--- config.mk ---
export PLATFORM = sky130hd
export DESIGN_NAME = mem_read_arbiter
export DESIGN_NICKNAME = d
export VERILOG_FILES = /design/src/rtl/mem_if_pkg.sv /design/src/rtl/rr_pick.sv /design/src/rtl/mem_read_arbiter.sv
export SDC_FILE = /design/constraint.sdc
export NUM_CORES = 1
export LEC_CHECK = 0
export CORE_MARGIN = 2
export CORE_UTILIZATION = 37
export CTS_CLUSTER_SIZE = 40
export DETAILED_ROUTE_END_ITERATION = 7
export PLACE_DENSITY = 0.79
export SETUP_SLACK_MARGIN = 0.05
export SLEW_MARGIN = 0
export SYNTH_ARGS = -nofsm -noshare
export SYNTH_HDL_FRONTEND = slang
export SYNTH_SLANG_ARGS = --single-unit
--- constraint.sdc ---
create_clock -name clk -period 1.72 [get_ports clk]
set_clock_uncertainty 0.15 [all_clocks]
set_input_delay 0.344 -clock clk [delete_from_list [all_inputs] [get_ports clk]]
set_output_delay 0.344 -clock clk [all_outputs]
set_load 0.05 [all_outputs]
--- src/rtl/mem_if_pkg.sv ---
// Shared widths and arbiter state encoding for the burst-read memory path.
package mem_if_pkg;

    localparam int ADDR_W = 10;
    localparam int DATA_W = 8;
    localparam int LEN_W  = 2;

    typedef enum logic [1:0] {
        IDLE = 2'd0,
        BUSY = 2'd1,
        DONE = 2'd2
    } arb_state_e;

endpackage

--- src/rtl/rr_pick.sv ---
// Combinational round-robin selector: first set request at or after ptr, wrapping.
module rr_pick
    import mem_if_pkg::*;
#(
    parameter int N_REQ = 2,
    parameter int PTR_W = $clog2(N_REQ)
) (
    input  logic [N_REQ-1:0] req,
    input  logic [PTR_W-1:0] ptr,
    output logic [N_REQ-1:0] grant,
    output logic [PTR_W-1:0] idx,
    output logic             any
);

    logic [PTR_W:0]   sum;
    logic [PTR_W-1:0] cand;

    // One extra bit on the sum lets the wrap work for non power-of-two N_REQ.
    always_comb begin
        grant = '0;
        idx   = '0;
        any   = 1'b0;
        sum   = '0;
        cand  = '0;
        for (int k = 0; k < N_REQ; k++) begin
            sum = {1'b0, ptr} + (PTR_W+1)'(k);
            if (sum >= (PTR_W+1)'(N_REQ)) begin
                sum = sum - (PTR_W+1)'(N_REQ);
            end
            cand = sum[PTR_W-1:0];
            if (!any && req[cand]) begin
                any         = 1'b1;
                idx         = cand;
                grant[cand] = 1'b1;
            end
        end
    end

endmodule

--- src/rtl/mem_read_arbiter.sv ---
// Shares one burst-read memory port between N_REQ requesters, round-robin per burst,
// steering beats to the owner only and flagging burst-length protocol errors.
module mem_read_arbiter
    import mem_if_pkg::*;
#(
    parameter int N_REQ = 2
) (
    input  logic                    clk,
    input  logic                    reset,
    input  logic [N_REQ-1:0]        rreq_from_req,
    input  logic [N_REQ*ADDR_W-1:0] raddr_from_req,
    input  logic [N_REQ*LEN_W-1:0]  burst_len_from_req,
    output logic [DATA_W-1:0]       rdata_to_req,
    output logic [N_REQ-1:0]        rvalid_to_req,
    output logic [N_REQ-1:0]        rlast_to_req,
    output logic                    rreq_to_mem,
    output logic [ADDR_W-1:0]       raddr_to_mem,
    output logic [LEN_W-1:0]        burst_len_to_mem,
    input  logic [DATA_W-1:0]       rdata_from_mem,
    input  logic                    rvalid_from_mem,
    input  logic                    rlast_from_mem,
    output logic                    err_to_top
);

    localparam int PTR_W = $clog2(N_REQ);

    arb_state_e       state_q, state_d;
    logic [PTR_W-1:0] owner_q, owner_d;
    logic [PTR_W-1:0] ptr_q, ptr_d;
    logic [ADDR_W-1:0] addr_q, addr_d;
    logic [LEN_W-1:0] len_q, len_d;
    logic [LEN_W-1:0] cnt_q, cnt_d;
    logic             err_q, err_d;

    logic [N_REQ-1:0] pick_grant;
    logic [PTR_W-1:0] pick_idx;
    logic             pick_any;
    logic [ADDR_W-1:0] pick_addr;
    logic [LEN_W-1:0] pick_len;

    rr_pick #(
        .N_REQ (N_REQ),
        .PTR_W (PTR_W)
    ) u_rr_pick (
        .req   (rreq_from_req),
        .ptr   (ptr_q),
        .grant (pick_grant),
        .idx   (pick_idx),
        .any   (pick_any)
    );

    always_comb begin
        pick_addr = '0;
        pick_len  = '0;
        for (int i = 0; i < N_REQ; i++) begin
            if (pick_grant[i]) begin
                pick_addr = pick_addr | raddr_from_req[i*ADDR_W +: ADDR_W];
                pick_len  = pick_len  | burst_len_from_req[i*LEN_W +: LEN_W];
            end
        end
    end

    // Errors only raise the sticky flag; they never redirect the FSM.
    always_comb begin
        state_d       = state_q;
        owner_d       = owner_q;
        ptr_d         = ptr_q;
        addr_d        = addr_q;
        len_d         = len_q;
        cnt_d         = cnt_q;
        err_d         = err_q;
        rreq_to_mem   = 1'b0;
        rvalid_to_req = '0;
        rlast_to_req  = '0;
        case (state_q)
            IDLE: begin
                if (rvalid_from_mem) begin
                    err_d = 1'b1;
                end
                if (pick_any) begin
                    owner_d = pick_idx;
                    addr_d  = pick_addr;
                    len_d   = pick_len;
                    cnt_d   = '0;
                    ptr_d   = (pick_idx == PTR_W'(N_REQ-1)) ? '0 : pick_idx + PTR_W'(1);
                    state_d = BUSY;
                end
            end
            BUSY: begin
                rreq_to_mem = 1'b1;
                if (rvalid_from_mem) begin
                    rvalid_to_req[owner_q] = 1'b1;
                    rlast_to_req[owner_q]  = rlast_from_mem;
                    if (rlast_from_mem && (cnt_q != len_q)) begin
                        err_d = 1'b1;
                    end
                    if (!rlast_from_mem && (cnt_q == len_q)) begin
                        err_d = 1'b1;
                    end
                    if (cnt_q != '1) begin
                        cnt_d = cnt_q + LEN_W'(1);
                    end
                    if (rlast_from_mem) begin
                        state_d = DONE;
                    end
                end
            end
            DONE: begin
                if (rvalid_from_mem) begin
                    err_d = 1'b1;
                end
                state_d = IDLE;
            end
            default: begin
                state_d = IDLE;
            end
        endcase
    end

    always_ff @(posedge clk or posedge reset) begin
        if (reset) begin
            state_q <= IDLE;
            owner_q <= '0;
            ptr_q   <= '0;
            addr_q  <= '0;
            len_q   <= '0;
            cnt_q   <= '0;
            err_q   <= 1'b0;
        end else begin
            state_q <= state_d;
            owner_q <= owner_d;
            ptr_q   <= ptr_d;
            addr_q  <= addr_d;
            len_q   <= len_d;
            cnt_q   <= cnt_d;
            err_q   <= err_d;
        end
    end

    assign rdata_to_req     = rdata_from_mem;
    assign raddr_to_mem     = addr_q;
    assign burst_len_to_mem = len_q;
    assign err_to_top       = err_q;

endmodule

==> key figures, run 1 <==
Floorplan
  • Die Span X: ~59 um
  • Die area: roughly 0.0034 mm2
  • Die Y: slightly below 60 um
  • Row count: 19
  • Core Area: about 0.0028 mm2
  • Ports: 64
  • Initial Util: 0.3934

Cells and area
  • Commonest non-fill, non-tap cell in the layout: clkdlybuf4s50_1
  • Most frequent cells in the layout: clkdlybuf4s50_1, dfrtp_1, buf_12
  • Area growth from synthesis to layout: 72.79%
  • Share of post-route cells with drive strength above 1: 0.4189
  • Nets: between 150 and 200
  • Post-layout util: 0.6798
  • Antenna Diode Count: 0

CTS
  • H-Tree Depth: 1
  • CTS tree: yes
  • Root Driver: clkbuf_4
  • Hold-fix buffers, CTS: 0
  • Clk_lat worst skew: about 0.30 ns
  • Largest buffer count on any clock path: 2
  • CTS clk-pin slew, worst paths: approximately 0.11 ns
  • Num Clock Sinks: 19
  • CTS buffer count: 3

Placement
  • IO buf count: 47
  • DP HPWL: approximately 2200 um
  • Dpl ws: -0.2386 ns
  • Routability cong.: between 0.7 and 0.8

Logic synthesis
  • Mapped Cells: 91
  • Cell variety after synth: 32
  • Post-Syn Area: ~0.0011 mm2
  • Avg Cell Area, Syn: around 12 um2
  • FF+latch count, synth: 19
  • Yosys warns: 0
  • Post-synthesis sequential area ratio: 0.4308
  • Synthesized Nets: 130

Critical path
  • Crit-path max cell delay: between 0.4 and 0.5 ns
  • Critical Path, Cell by Cell: nor2b_4 -> and3_4 -> and2_4 -> buf_12
  • CP max stage cell: dfrtp_2
  • CP Buf/Inv Count: 1
  • Crit path launch type: flip-flop
  • WP data required: 1.23 ns
  • Crit Path Category: flip-flop to output port
  • CP top delay family: simple AND/OR/NAND/NOR gates
  • Crit. End Element: output port
  • CP Data Arrival Time: between 1 and 1.5 ns
  • Max FO, Critical Path: 3

STA
  • RSZ-0062 raised after global routing: true
  • Tcrit/Tclk final: 1.073
  • Relative slew slack: 0.8035
  • Worst-Margin Slew: between 0.2 and 0.3 ns
  • Crit path time final: ~1.8 ns
  • Final Setup Violations: 5
  • Final hold vios: 0
  • Max-slew violations: 0
  • Worst Slack Setup Final: -0.1264 ns
  • Fmax: 541.6 MHz

Drt
  • ANT nets after route: 0
  • Initial drt markers: 14
  • Drt pass-1 iters: 6
  • Drt drc: 3
  • Vias: just under 1000
  • Routed WL: between 2000 and 3000 um
  • DR WL/cell: 16.01 um
  • Via density: roughly 5.5

GRT
  • Total track usage: 0.1745
  • Vias in the first global route: ~1000
  • First-pass GRT wire length: approximately 4700 um
  • Largest net degree at the start of global routing: 20
  • Initial antenna violation count: 0
  • Global route overflow: 0

Power
  • Peak supply drop: around 1.1 mV
  • Leakage: about 0.86 nW
  • Pwr Density: between 1500 and 2000 mW/mm2

Run status
  • Failing checks: DRC, setup timing
  • Status: finished with violations

Flow run
  • Max cap viols: 0

Hold path
  • Worst Hold Class: primary input to asynchronous set/reset pin
==> tightest hold or removal path, delay by kind of cell <==
family,cells,cell delay [ns]
buffers and inverters,3,0.70
==> synthesized netlist by cell type <==
library cell,instances,area share
a21boi_2,1,0.010
a21o_1,1,0.0068
a21oi_1,2,0.0091
a2bb2oi_1,1,0.0079
a31oi_1,1,0.0057
a32o_1,12,0.11
and2_1,1,0.0057
and3_1,1,0.0057
buf_4,8,0.054
buf_6,3,0.031
clkbuf_1,1,0.0034
dfrtp_1,19,0.43
ha_1,1,0.011
inv_1,4,0.014
mux2_2,3,0.031
mux2_4,9,0.12
mux2i_1,1,0.0091
nand2_1,3,0.010
nand2b_1,1,0.0057
nand2b_4,1,0.012
nand3_1,1,0.0045
nor2_1,2,0.0068
nor2_2,1,0.0057
nor2b_1,2,0.011
nor3_1,2,0.0091
o2111ai_1,1,0.0079
o211ai_1,1,0.0068
o21a_2,1,0.0079
o2bb2ai_1,2,0.016
o311ai_0,1,0.0079
or3_1,1,0.0057
xor2_1,2,0.016
==> routing by layer <==
layer | GRT usage | part of all wire
met5 | 0 | 0
met4 | 0.04870 | 0.0073
met3 | 0.04176 | 0.087
met2 | 0.3082 | 0.52
met1 | 0.2121 | 0.38
==> area by class of cell <==
class / count / area, um2
Fill cell: 193 / 898.4
Clock buffer: 4 / 26.28
Tap cell: 31 / 38.79
Inverter: 4 / 15.01
Multi-Input combinational cell: 57 / 566.8
Sequential cell: 19 / 476.7
Timing Repair Buffer: 64 / 783.3
==> kinds of logic (layout without fill, tap and decap cells) <==
family                   after synthesis  count (layout)  share of synthesized area
AO/OA/AOI/OAI                         24              25                     0.1950
adder cells (fa/ha/maj)                1               1                    0.01134
buffers and inverters                 16              72                     0.1020
AND/OR/NAND/NOR                       16              16                    0.08278
multiplexers                          13              13                     0.1621
flip-flops                            19              19                     0.4308
XOR/XNOR                               2               2                    0.01588
==> where the power goes <==
group | internal (W) | leakage (nW) | total [W] | switching [W]
clock network | 0.0000905 | 0.0150 | 0.000234 | 0.000143
logic | 0.00119 | 0.611 | 0.00222 | 0.00103
registers | 0.000634 | 0.230 | 0.000873 | 0.000239
==> path summary, 6_finish.rpt <==
| path | startpoint | end | slack [ns] | cells past startpoint |
|---|---|---|---|---|
| max in group asynchronous | reset | state_q[1]$_DFFE_PP0P_ | 1.00 | 3 |
| worst min-delay path | reset | cnt_q[0]$_DFFE_PP0P_ | 0.20 | 3 |
| min in group clk | rvalid_from_mem | state_q[1]$_DFFE_PP0P_ | 0.33 | 3 |
| worst min register to register | ptr_q$_DFFE_PP0P_ | ptr_q$_DFFE_PP0P_ | 0.41 | 1 |
| worst max register to register | state_q[1]$_DFFE_PP0P_ | raddr_to_mem[5]$_DFFE_PP0P_ | 0.10 | 4 |
| worst max-delay path | state_q[1]$_DFFE_PP0P_ | rlast_to_req[1] | -0.13 | 4 |
==> what timing repair did <==
| action | 4_1_cts | 5_1_grt |
|---|---|---|
| gates cloned | 0 | 1 |
| gates resized for setup | 3 | 2 |
| buffers inserted | 3 | 1 |
| pin swaps | 2 | 0 |
| setup endpoints to repair | 6 | 7 |
==> stage by stage <==
stage	std cells	hold WS [ns]	instance area, um2	total power [W]	setup TNS [ns]
3_3_place_gp	171	0.3726	1837	0.002982	-2.772
5_1_grt	179	0.2332	1907	0.003461	-0.6093
3_5_place_dp	171	0.3886	1837	0.003033	-3.230
6_report	179	0.2045	1907	0.003328	-0.3804
4_1_cts	177	0.2160	1884	0.003300	-0.3719
2_1_floorplan	91	0.1451	1140	0.002068	-0.3114
==> state kept, by name, summed over array words and instances (netlist names) <==
signal            cells
ptr_q                 1
owner_q               1
burst_len_to_mem      2
raddr_to_mem         10
state_q               2
cnt_q                 2
err_to_top            1
(Power assumes the default switching activity.)
==> run 2, diff against run 1 <==
--- a/config.mk
+++ b/config.mk
@@ -5,13 +5,16 @@
 export SDC_FILE = /design/constraint.sdc
 export NUM_CORES = 1
 export LEC_CHECK = 0
+export ABC_CLOCK_PERIOD_IN_PS = 1720
 export CORE_MARGIN = 2
-export CORE_UTILIZATION = 37
+export CORE_UTILIZATION = 36
+export CTS_BUF_LIST = sky130_fd_sc_hd__clkbuf_4 sky130_fd_sc_hd__clkbuf_8 sky130_fd_sc_hd__clkbuf_16
 export CTS_CLUSTER_SIZE = 40
 export DETAILED_ROUTE_END_ITERATION = 7
-export PLACE_DENSITY = 0.79
+export PLACE_DENSITY = 0.78
 export SETUP_SLACK_MARGIN = 0.05
 export SLEW_MARGIN = 0
 export SYNTH_ARGS = -nofsm -noshare
 export SYNTH_HDL_FRONTEND = slang
+export SYNTH_HIERARCHICAL = 1
 export SYNTH_SLANG_ARGS = --single-unit
==> run 2 against run 1 <==
  * The run ends with setup timing left
  * Fmax rose by 1.1%
  * Worst hold slack lost 0.0088 ns
  * Final cell count grew 5.0%
  * Critical path type unchanged
  * Highest routed layer unchanged
==> key figures, run 2 <==
Run status
  • Status: finished with violations
  • Failing checks: setup timing

Drt
  • ANT nets after route: 0
  • Drt pass-1 iters: 4
  • Initial drt markers: 11
  • Via density: slightly above 5
  • Routed WL: ~2700 um
  • Vias: ~960
  • DR WL/cell: ~14 um
  • Drt drc: 0

Flow run
  • Max cap viols: 0

Placement
  • IO buf count: 47
  • Routability cong.: around 0.8
  • Dpl cell area: between 0.0015 and 0.002 mm2
  • DP HPWL: roughly 2100 um

GRT
  • Vias in the first global route: 953
  • Global route overflow: 0
  • Total track usage: 0.1675
  • First-pass GRT wire length: about 4400 um
  • Largest net degree at the start of global routing: 20
  • Initial antenna violation count: 0

Logic synthesis
  • Post-synth EDFFs: 0
  • Yosys warns: 6
  • Synthesized Nets: about 140
  • Synth top area share: 0.4562
  • Count leader, synth: dfrtp_1
  • FF+latch count, synth: 19
  • Top FF cell, synth: dfrtp_1
  • Mapped Cells: 104
  • Post-Syn Area: around 0.0010 mm2
  • Post-synth top cells: dfrtp_1, nor2_1, a22oi_1
  • Synth top area cells: dfrtp_1, a22oi_1, a21oi_2
  • Post-synth ARST share: 1.000
  • Avg Cell Area, Syn: roughly 10 um2
  • Cell variety after synth: 26
  • Post-synthesis sequential area ratio: 0.4562
  • Synth area leader: dfrtp_1

Critical path
  • WP data required: approximately 1.2 ns
  • Max FO, Critical Path: 3
  • Crit path launch type: flip-flop
  • CP Data Arrival Time: ~1.3 ns
  • Crit. End Element: output port
  • Crit Path Category: flip-flop to output port

Floorplan
  • Die Y: 57.81 um
  • Ports: between 60 and 70
  • Core Area: 0.002758 mm2
  • Row count: 19
  • Initial Util: 0.3779
  • Die Span X: roughly 58 um
  • Die area: 0.003341 mm2

STA
  • Fmax: roughly 550 MHz
  • Relative slew slack: 0.8023
  • Worst-Margin Slew: between 0.2 and 0.3 ns
  • Final hold vios: 0
  • Crit path time final: between 1.5 and 2 ns
  • Tcrit/Tclk final: 1.062
  • RSZ-0062 raised after global routing: true
  • Max-slew violations: 0
  • Final Setup Violations: 4
  • Worst Slack Setup Final: -0.1061 ns

Cells and area
  • Share of post-route cells with drive strength above 1: 0.3503
  • Post-route cell area: between 0.0015 and 0.002 mm2
  • Nets: roughly 200
  • Post-layout util: 0.6579
  • Max reg flops: 10
  • Most frequent cells in the layout: clkdlybuf4s50_1, buf_12, dfrtp_1
  • Commonest non-fill, non-tap cell in the layout: clkdlybuf4s50_1
  • Area growth from synthesis to layout: 74.07%
  • Antenna Diode Count: 0

CTS
  • H-Tree Depth: 1
  • CTS tree: yes
  • CTS clk-pin slew, worst paths: between 0.1 and 0.15 ns
  • CTS buffer count: 3
  • Clk_lat worst skew: ~0.30 ns
  • Hold-fix buffers, CTS: 0
  • Num Clock Sinks: 19
  • Largest buffer count on any clock path: 2
  • Root Driver: clkbuf_4

Power
  • Pwr Density: around 1900 mW/mm2
  • Leakage: between 0.7 and 0.8 nW
  • Peak supply drop: approximately 1.3 mV

Hold path
  • Worst Hold Class: primary input to asynchronous set/reset pin
[run 2: changes by cell type after synthesis, moves of 2 or more]
cell	delta
buf_6	-2
nand3b_1	+2
inv_1	+2
a21oi_1	+5
a22oi_1	+12
nor2b_1	-2
a21boi_1	+3
a21oi_2	+8
a32o_1	-12
mux2_4	-9
o2bb2ai_1	-2
nor2_1	+11
[run 2: layer usage]
metal	vias to the layer above	GRT usage	routed length, um
met1	453	0.2077	1057
li1	461	-	-
met4	0	0.05648	47
met5	-	0	0
met2	33	0.2857	1396
met3	8	0.04018	156
[run 2: kinds of logic after synthesis]
kind of cell | synth area share
multiplexers | 0.04082
AND/OR/NAND/NOR | 0.1441
AO/OA/AOI/OAI | 0.2257
adder cells (fa/ha/maj) | 0.01200
XOR/XNOR | 0.01681
flip-flops | 0.4562
buffers and inverters | 0.1044
[run 2: per-stage QoR]
stage | setup WS [ns] | total power [W] | hold slack, ns | setup TNS, ns | cells
2_1_floorplan | -0.03746 | 0.002097 | 0.1450 | -0.05525 | 104
3_3_place_gp | -0.1387 | 0.003107 | 0.3775 | -2.100 | 182
3_5_place_dp | -0.1886 | 0.003162 | 0.3873 | -2.853 | 182
4_1_cts | -0.1218 | 0.003404 | 0.2121 | -0.4372 | 188
5_1_grt | -0.1675 | 0.003581 | 0.2091 | -0.6450 | 188
6_report | -0.1061 | 0.003407 | 0.1957 | -0.3815 | 188
[run 2: power breakdown]
part	internal [W]	switching, W	leakage (nW)	total (W)
Clock	0.0000866	0.000142	0.0177	0.000228
Sequential	0.000655	0.000231	0.217	0.000886
Combinational	0.00114	0.00116	0.556	0.00229
[run 2: cell type report]
type	count	area, um2
clock buffer	3	22.52
clock inverter	1	5.005
fill	215	943.4
inverter	6	22.52
multi-input combinational	67	485.5
sequential	19	478.0
tap	31	38.79
timing repair buffer	61	762.0
[run 2: critical path, stage by stage (launching register included)]
cell	delay, ns
dfrtp_2	0.45
nor2b_4	0.11
and3_4	0.19
and2b_4	0.16
buf_12	0.13
[run 2: what timing repair did]
item / in CTS / in global routing
buffers inserted: 2 / 0
resized for setup: 2 / 2
endpoints found under the setup margin: 5 / 6
[run 2: worst paths after layout]
| path | cells after the start | slack (ns) | to | startpoint |
|---|---|---|---|---|
| worst min-delay path | 3 | 0.20 | err_to_top$_DFFE_PP0P_ | reset |
| max in group asynchronous | 3 | 1.00 | state_q[1]$_DFFE_PP0P_ | reset |
| worst max register to register | 4 | 0.12 | cnt_q[0]$_DFFE_PP0P_ | cnt_q[0]$_DFFE_PP0P_ |
| min in group clk | 2 | 0.41 | ptr_q$_DFFE_PP0P_ | ptr_q$_DFFE_PP0P_ |
| worst min register to register | 2 | 0.41 | ptr_q$_DFFE_PP0P_ | ptr_q$_DFFE_PP0P_ |
| worst max-delay path | 4 | -0.11 | rlast_to_req[0] | state_q[1]$_DFFE_PP0P_ |
==> run 3, diff against run 2 <==
--- a/config.mk
+++ b/config.mk
@@ -5,6 +5,7 @@
 export SDC_FILE = /design/constraint.sdc
 export NUM_CORES = 1
 export LEC_CHECK = 0
+export ABC_AREA = 0
 export ABC_CLOCK_PERIOD_IN_PS = 1720
 export CORE_MARGIN = 2
 export CORE_UTILIZATION = 36
==> results of run 3 <==
Same layout as run 2: the final DEF is identical, and so are final timing and power.
==> RTL edit 1: new RTL, config.mk and constraints of run 3 <==
`ADDR_W`: 10 -> 11.
--- a/src/rtl/mem_if_pkg.sv
+++ b/src/rtl/mem_if_pkg.sv
@@ -1,7 +1,7 @@
 // Shared widths and arbiter state encoding for the burst-read memory path.
 package mem_if_pkg;
 
-    localparam int ADDR_W = 10;
+    localparam int ADDR_W = 11;
     localparam int DATA_W = 8;
     localparam int LEN_W  = 2;
 
Ports: changed (resized raddr_from_req and raddr_to_mem); port bits go from 64 to 67. No check against the original RTL was run, so the function may have changed too.
==> RTL edit 1 against run 3 <==
- the flow still finishes with violations (negative setup slack)
- highest routed layer unchanged
- largest cell class unchanged
- global-route usage grew 1.1 points
- wire length up 9.0%
- setup slack worse by 0.046 ns
- clock power fell by 7%
- largest power group unchanged
- area after synthesis is 6.6% higher
- total power fell by 24%
- sequential cell count grew 1
- non-clock buffer count up 4
- die area grew 6.1%
- first-iteration DRC count grew to 2.9 times the old value
- final area rose by 4.3%
==> RTL edit 1: results <==
metrics = {
    "drt": {
        "route.met3.wl_um": 173,
        "route.met2.wl_um": 1560,
        "drtIter0Drc": 32,
        "wl_met1_um": 1150,
        "wl_per_cell_um": 14.7,
        "vias": 1003,
        "dr.pass1.iters": 4,
    },
    "place": {
        "io_buffer_count": 50,
        "place_hpwl_um": 2390,
        "placed_area_um2": 1850,
        "placedCellCount": 194,
        "dp_slack_ns": -0.259,
        "gp_congestion": 0.780,
    },
    "sta": {
        "fin_ws_ns": -0.152,
        "whs_ns": 0.220,
        "setup_viol": 4,
        "tns_ns": -0.350,
        "relSlewSlack_pct": 79.4,
    },
    "grt": {
        "grt_usage_pct": 17.9,
        "grt_max_degree": 21,
        "use_met3_pct": 3.71,
        "grt_pass1_vias": 1084,
        "met2_usage_pct": 32.3,
        "met1_usage_pct": 21.3,
        "grt_pass1_wl_um": 4770,
    },
    "clock_network": {
        "clkSlewWorstSetupHoldPaths_ns": 0.11,
        "htreeDepth": 1,
        "postCtsSetupBuffers": 0,
        "cts_buffers": 3,
    },
    "cells_and_area": {
        "fin_cells": 197,
        "drive_gt1_share_pct": 32.3,
        "largest_reg_flops": 11,
        "nets": 207,
    },
    "worst_setup_path": {
        "crit_path_start": "state_q[1]$_DFFE_PP0P_",
        "crit_fanout": 4,
        "r2r_cells": 5,
        "rrSetupSlack_ns": 0.25,
        "max_stage_delay_ns": 0.39,
        "critPathArrivalTime_ns": 1.38,
        "rr_startpoint": "state_q[0]$_DFFE_PP0P_",
        "slowest_stage": "dfrtp_1",
        "worstReg2RegEnd": "raddr_to_mem[10]$_DFFE_PP0P_",
    },
    "synth": {
        "netlist_top_cells_area": "dfrtp_1, a22oi_1, a21oi_2, buf_4, nor2_1",
        "yosysUniqueCellTypes": 33,
        "synth_seq_area_share_pct": 45.0,
        "synth_commonest_cells": "dfrtp_1, nor2_1, a22oi_1",
        "synthesis.nets": 150,
        "synth.avg_cell_area_um2": 10.2,
        "async_flop_share_pct": 100,
        "yosys_warnings": 6,
    },
    "power_and_ir_drop": {
        "cellLeakagePower_nw": 0.813,
        "vdd_drop_max_mv": 0.700,
    },
    "run_status": {
        "status": "complete, but fails checks",
        "failed_checks": "negative setup slack",
    },
}
RTL edit 1: what timing repair did:
action | 4_1_cts | 5_1_grt
gates cloned | 0 | 0
pin swaps | 3 | 0
gates resized for setup | 4 | 3
setup endpoints to repair | 5 | 8
RTL edit 1: area by class of cell:
cell class                 instances  area, µm²
timing repair buffer              65        806
multi-input combinational         71        500
sequential                        20        500
inverter                           5       21.3
clock buffer                       3       22.5
tap                               33       41.3
fill                             238       1110
RTL edit 1: where the power goes:
part,switching (mW),internal (mW),total [mW]
Sequential,0.190,0.623,0.813
Clock,0.132,0.0813,0.213
Combinational,0.782,0.767,1.55
RTL edit 1: logic make-up after synthesis:
family          count (synthesis)  synth area share (%)
compound gates                 38                  24.1
simple gates                   28                  14.2
flops                          20                  45.0
buf+inv                        18                  12.0
xor+xnor                        2                  1.58
mux                             2                  1.91
fa+ha+maj                       1                  1.13
RTL edit 1: tightest hold or removal path, stage by stage:
cell and delay, ns:
clkdlybuf4s50_1 0.39, inv_1 0.05, buf_4 0.26
==> RTL edit 2: new RTL, settings of run 3 <==
Made on the original files. Take the reset off `addr_q` and load it in a clocked block of its own.
--- a/src/rtl/mem_read_arbiter.sv
+++ b/src/rtl/mem_read_arbiter.sv
@@ -122,7 +122,6 @@
             state_q <= IDLE;
             owner_q <= '0;
             ptr_q   <= '0;
-            addr_q  <= '0;
             len_q   <= '0;
             cnt_q   <= '0;
             err_q   <= 1'b0;
@@ -130,11 +129,14 @@
             state_q <= state_d;
             owner_q <= owner_d;
             ptr_q   <= ptr_d;
-            addr_q  <= addr_d;
             len_q   <= len_d;
             cnt_q   <= cnt_d;
             err_q   <= err_d;
         end
+    end
+
+    always_ff @(posedge clk) begin
+        addr_q <= addr_d;
     end
 
     assign rdata_to_req     = rdata_from_mem;
Behaviour: not the same (a bounded check fails within 4 cycles, from zero or initial values and one cycle with reset high).
==> RTL edit 2 against run 3 <==
- the run still ends with negative setup slack left
- hold slack got worse by 0.054 ns
- final area down 8.6%
- wire length up 1.3%
- count of clock-buffer cells in the layout increased by 1
- sequential cell count unchanged
- global-route usage grew 0.25 points
- area after synthesis decreased by 5.8%
- core utilization about the same
- final cell count fell by 12%
- critical path depth did not move
- setup slack got worse by 0.062 ns
- critical endpoint unchanged
- largest cell class unchanged
Power is not compared: it rests on default switching activity, and its combinational part moved more than twofold at a synthesized area within 25%.
==> RTL edit 2: results <==
metrics = {
    "grt": {
        "met1_usage_pct": 16.5,
        "grt_pass1_vias": 904,
        "met2_usage_pct": 32.9,
        "grt_max_degree": 13,
        "grt_usage_pct": 17.0,
        "use_met3_pct": 2.09,
        "antenna_found_initial": 0,
        "grt_pass1_wl_um": 4120,
    },
    "synth": {
        "netlist_top_cells_area": "edfxtp_1, dfrtp_1, a22o_1, buf_4, a21oi_1",
        "synth_seq_area_share_pct": 53.5,
        "ys.flop_type": "edfxtp_1",
        "yosys_warnings": 6,
        "async_flop_share_pct": 47.4,
        "synth_commonest_cells": "a22o_1, edfxtp_1, dfrtp_1",
        "synth_edf_count": 10,
        "synthesis.nets": 122,
        "yosysUniqueCellTypes": 31,
    },
    "drt": {
        "postRouteWirelength_um": 2690,
        "drtIter0Drc": 23,
        "dr.pass1.iters": 2,
        "vias_per_cell": 5.20,
    },
    "worst_setup_path": {
        "cp_top_family": "simple AND/OR/NAND/NOR gates",
        "max_stage_delay_ns": 0.39,
        "critPathArrivalTime_ns": 1.39,
        "rrSetupSlack_ns": 0.18,
        "worstReg2RegEnd": "owner_q$_DFFE_PP0P_",
        "crit_end": "rlast_to_req[0]",
        "r2r_cells": 4,
        "slowest_stage": "dfrtp_1",
        "rr_startpoint": "state_q[1]$_DFFE_PP0P_",
        "critPathKind": "reg -> out",
        "crit_fanout": 4,
    },
    "power_and_ir_drop": {
        "cellLeakagePower_nw": 0.726,
        "vdd_drop_max_mv": 0.775,
    },
    "sta": {
        "fin_ws_ns": -0.168,
        "setup_viol": 4,
        "slew_viol_final": 0,
        "relSlewSlack_pct": 62.7,
    },
    "cells_and_area": {
        "largest_reg_flops": 10,
        "drive_gt1_share_pct": 33.8,
        "nets": 176,
        "n_fill_cell": 208,
        "num_antenna_cells": 0,
    },
    "run_status": {
        "failed_checks": "negative setup slack",
        "status": "complete, but fails checks",
    },
    "place": {
        "place_hpwl_um": 2000,
        "io_buffer_count": 47,
        "placed_area_um2": 1550,
        "gp_congestion": 0.739,
    },
    "clock_network": {
        "cts_buffers": 3,
        "clk_path_buf_depth": 2,
        "cts_root_buffer": "clkbuf_4",
        "htreeDepth": 1,
        "clkSlewWorstSetupHoldPaths_ns": 0.11,
        "clk_latency_ns": 0.31,
    },
    "hold_path": {
        "hold_path_class": "in -> async",
    },
}
-- RTL edit 2: stage by stage --
stage	hold slack, ns	setup TNS [ns]	std cells	setup slack [ns]	util (%)
floorplan	0.0219	-0.0545	83	-0.0545	-
global placement	0.375	-6.53	157	-0.369	61.4
detailed placement	0.399	-9.02	157	-0.533	61.4
CTS	0.155	-0.426	161	-0.169	63.2
global route	0.145	-0.735	166	-0.237	65.8
finish	0.142	-0.475	166	-0.168	65.8
-- RTL edit 2: repair_timing --
| action | CTS | global route |
|---|---|---|
| setup buffers | 0 | 5 |
| pin swaps | 2 | 2 |
| endpoints found under the hold margin | 0 | 0 |
| hold buffers | 0 | 0 |
| cloned | 0 | 1 |
| endpoints found under the setup margin | 17 | 18 |
| resized for setup | 6 | 9 |
-- RTL edit 2: final cells by class --
class | instances | area [µm²] | share of cell area, %
clock buffer | 4 | 30.0 | 1.81
inverter | 6 | 25.0 | 1.51
multi-input combinational | 48 | 402 | 24.2
sequential | 19 | 526 | 31.7
tap | 30 | 37.5 | 2.26
timing repair buffer | 59 | 639 | 38.5
-- RTL edit 2: how the worst min path moves through the flow --
stage	end	slack, ns
after floorplan	burst_len_to_mem[0]$_DFFE_PP0P_	0.02
after global placement	ptr_q$_DFFE_PP0P_	0.38
final	owner_q$_DFFE_PP0P_	0.14
after CTS	ptr_q$_DFFE_PP0P_	0.15
after global routing	owner_q$_DFFE_PP0P_	0.15
after detailed placement	cnt_q[1]$_DFFE_PP0P_	0.40
-- RTL edit 2: cells by family after synthesis --
group	share of synthesized area, %
buffers and inverters	9.17
AO/OA/AOI/OAI	19.5
flip-flops	53.5
AND/OR/NAND/NOR	12.2
XOR/XNOR	1.78
multiplexers	2.55
adder cells (fa/ha/maj)	1.27
-- RTL edit 2: per-layer routing --
| layer | vias up | wire length, µm |
|---|---|---|
| li1 | 406 | - |
| met1 | 422 | 962 |
| met2 | 28 | 1560 |
| met3 | 8 | 100 |
| met4 | 0 | 70 |
| met5 | - | 0 |
-- RTL edit 2: power breakdown --
group / total, mW / switching [mW] / internal (mW)
logic: 0.825 / 0.425 / 0.400
registers: 0.676 / 0.0982 / 0.578
clock network: 0.253 / 0.146 / 0.106
total: 1.75 / 0.669 / 1.08
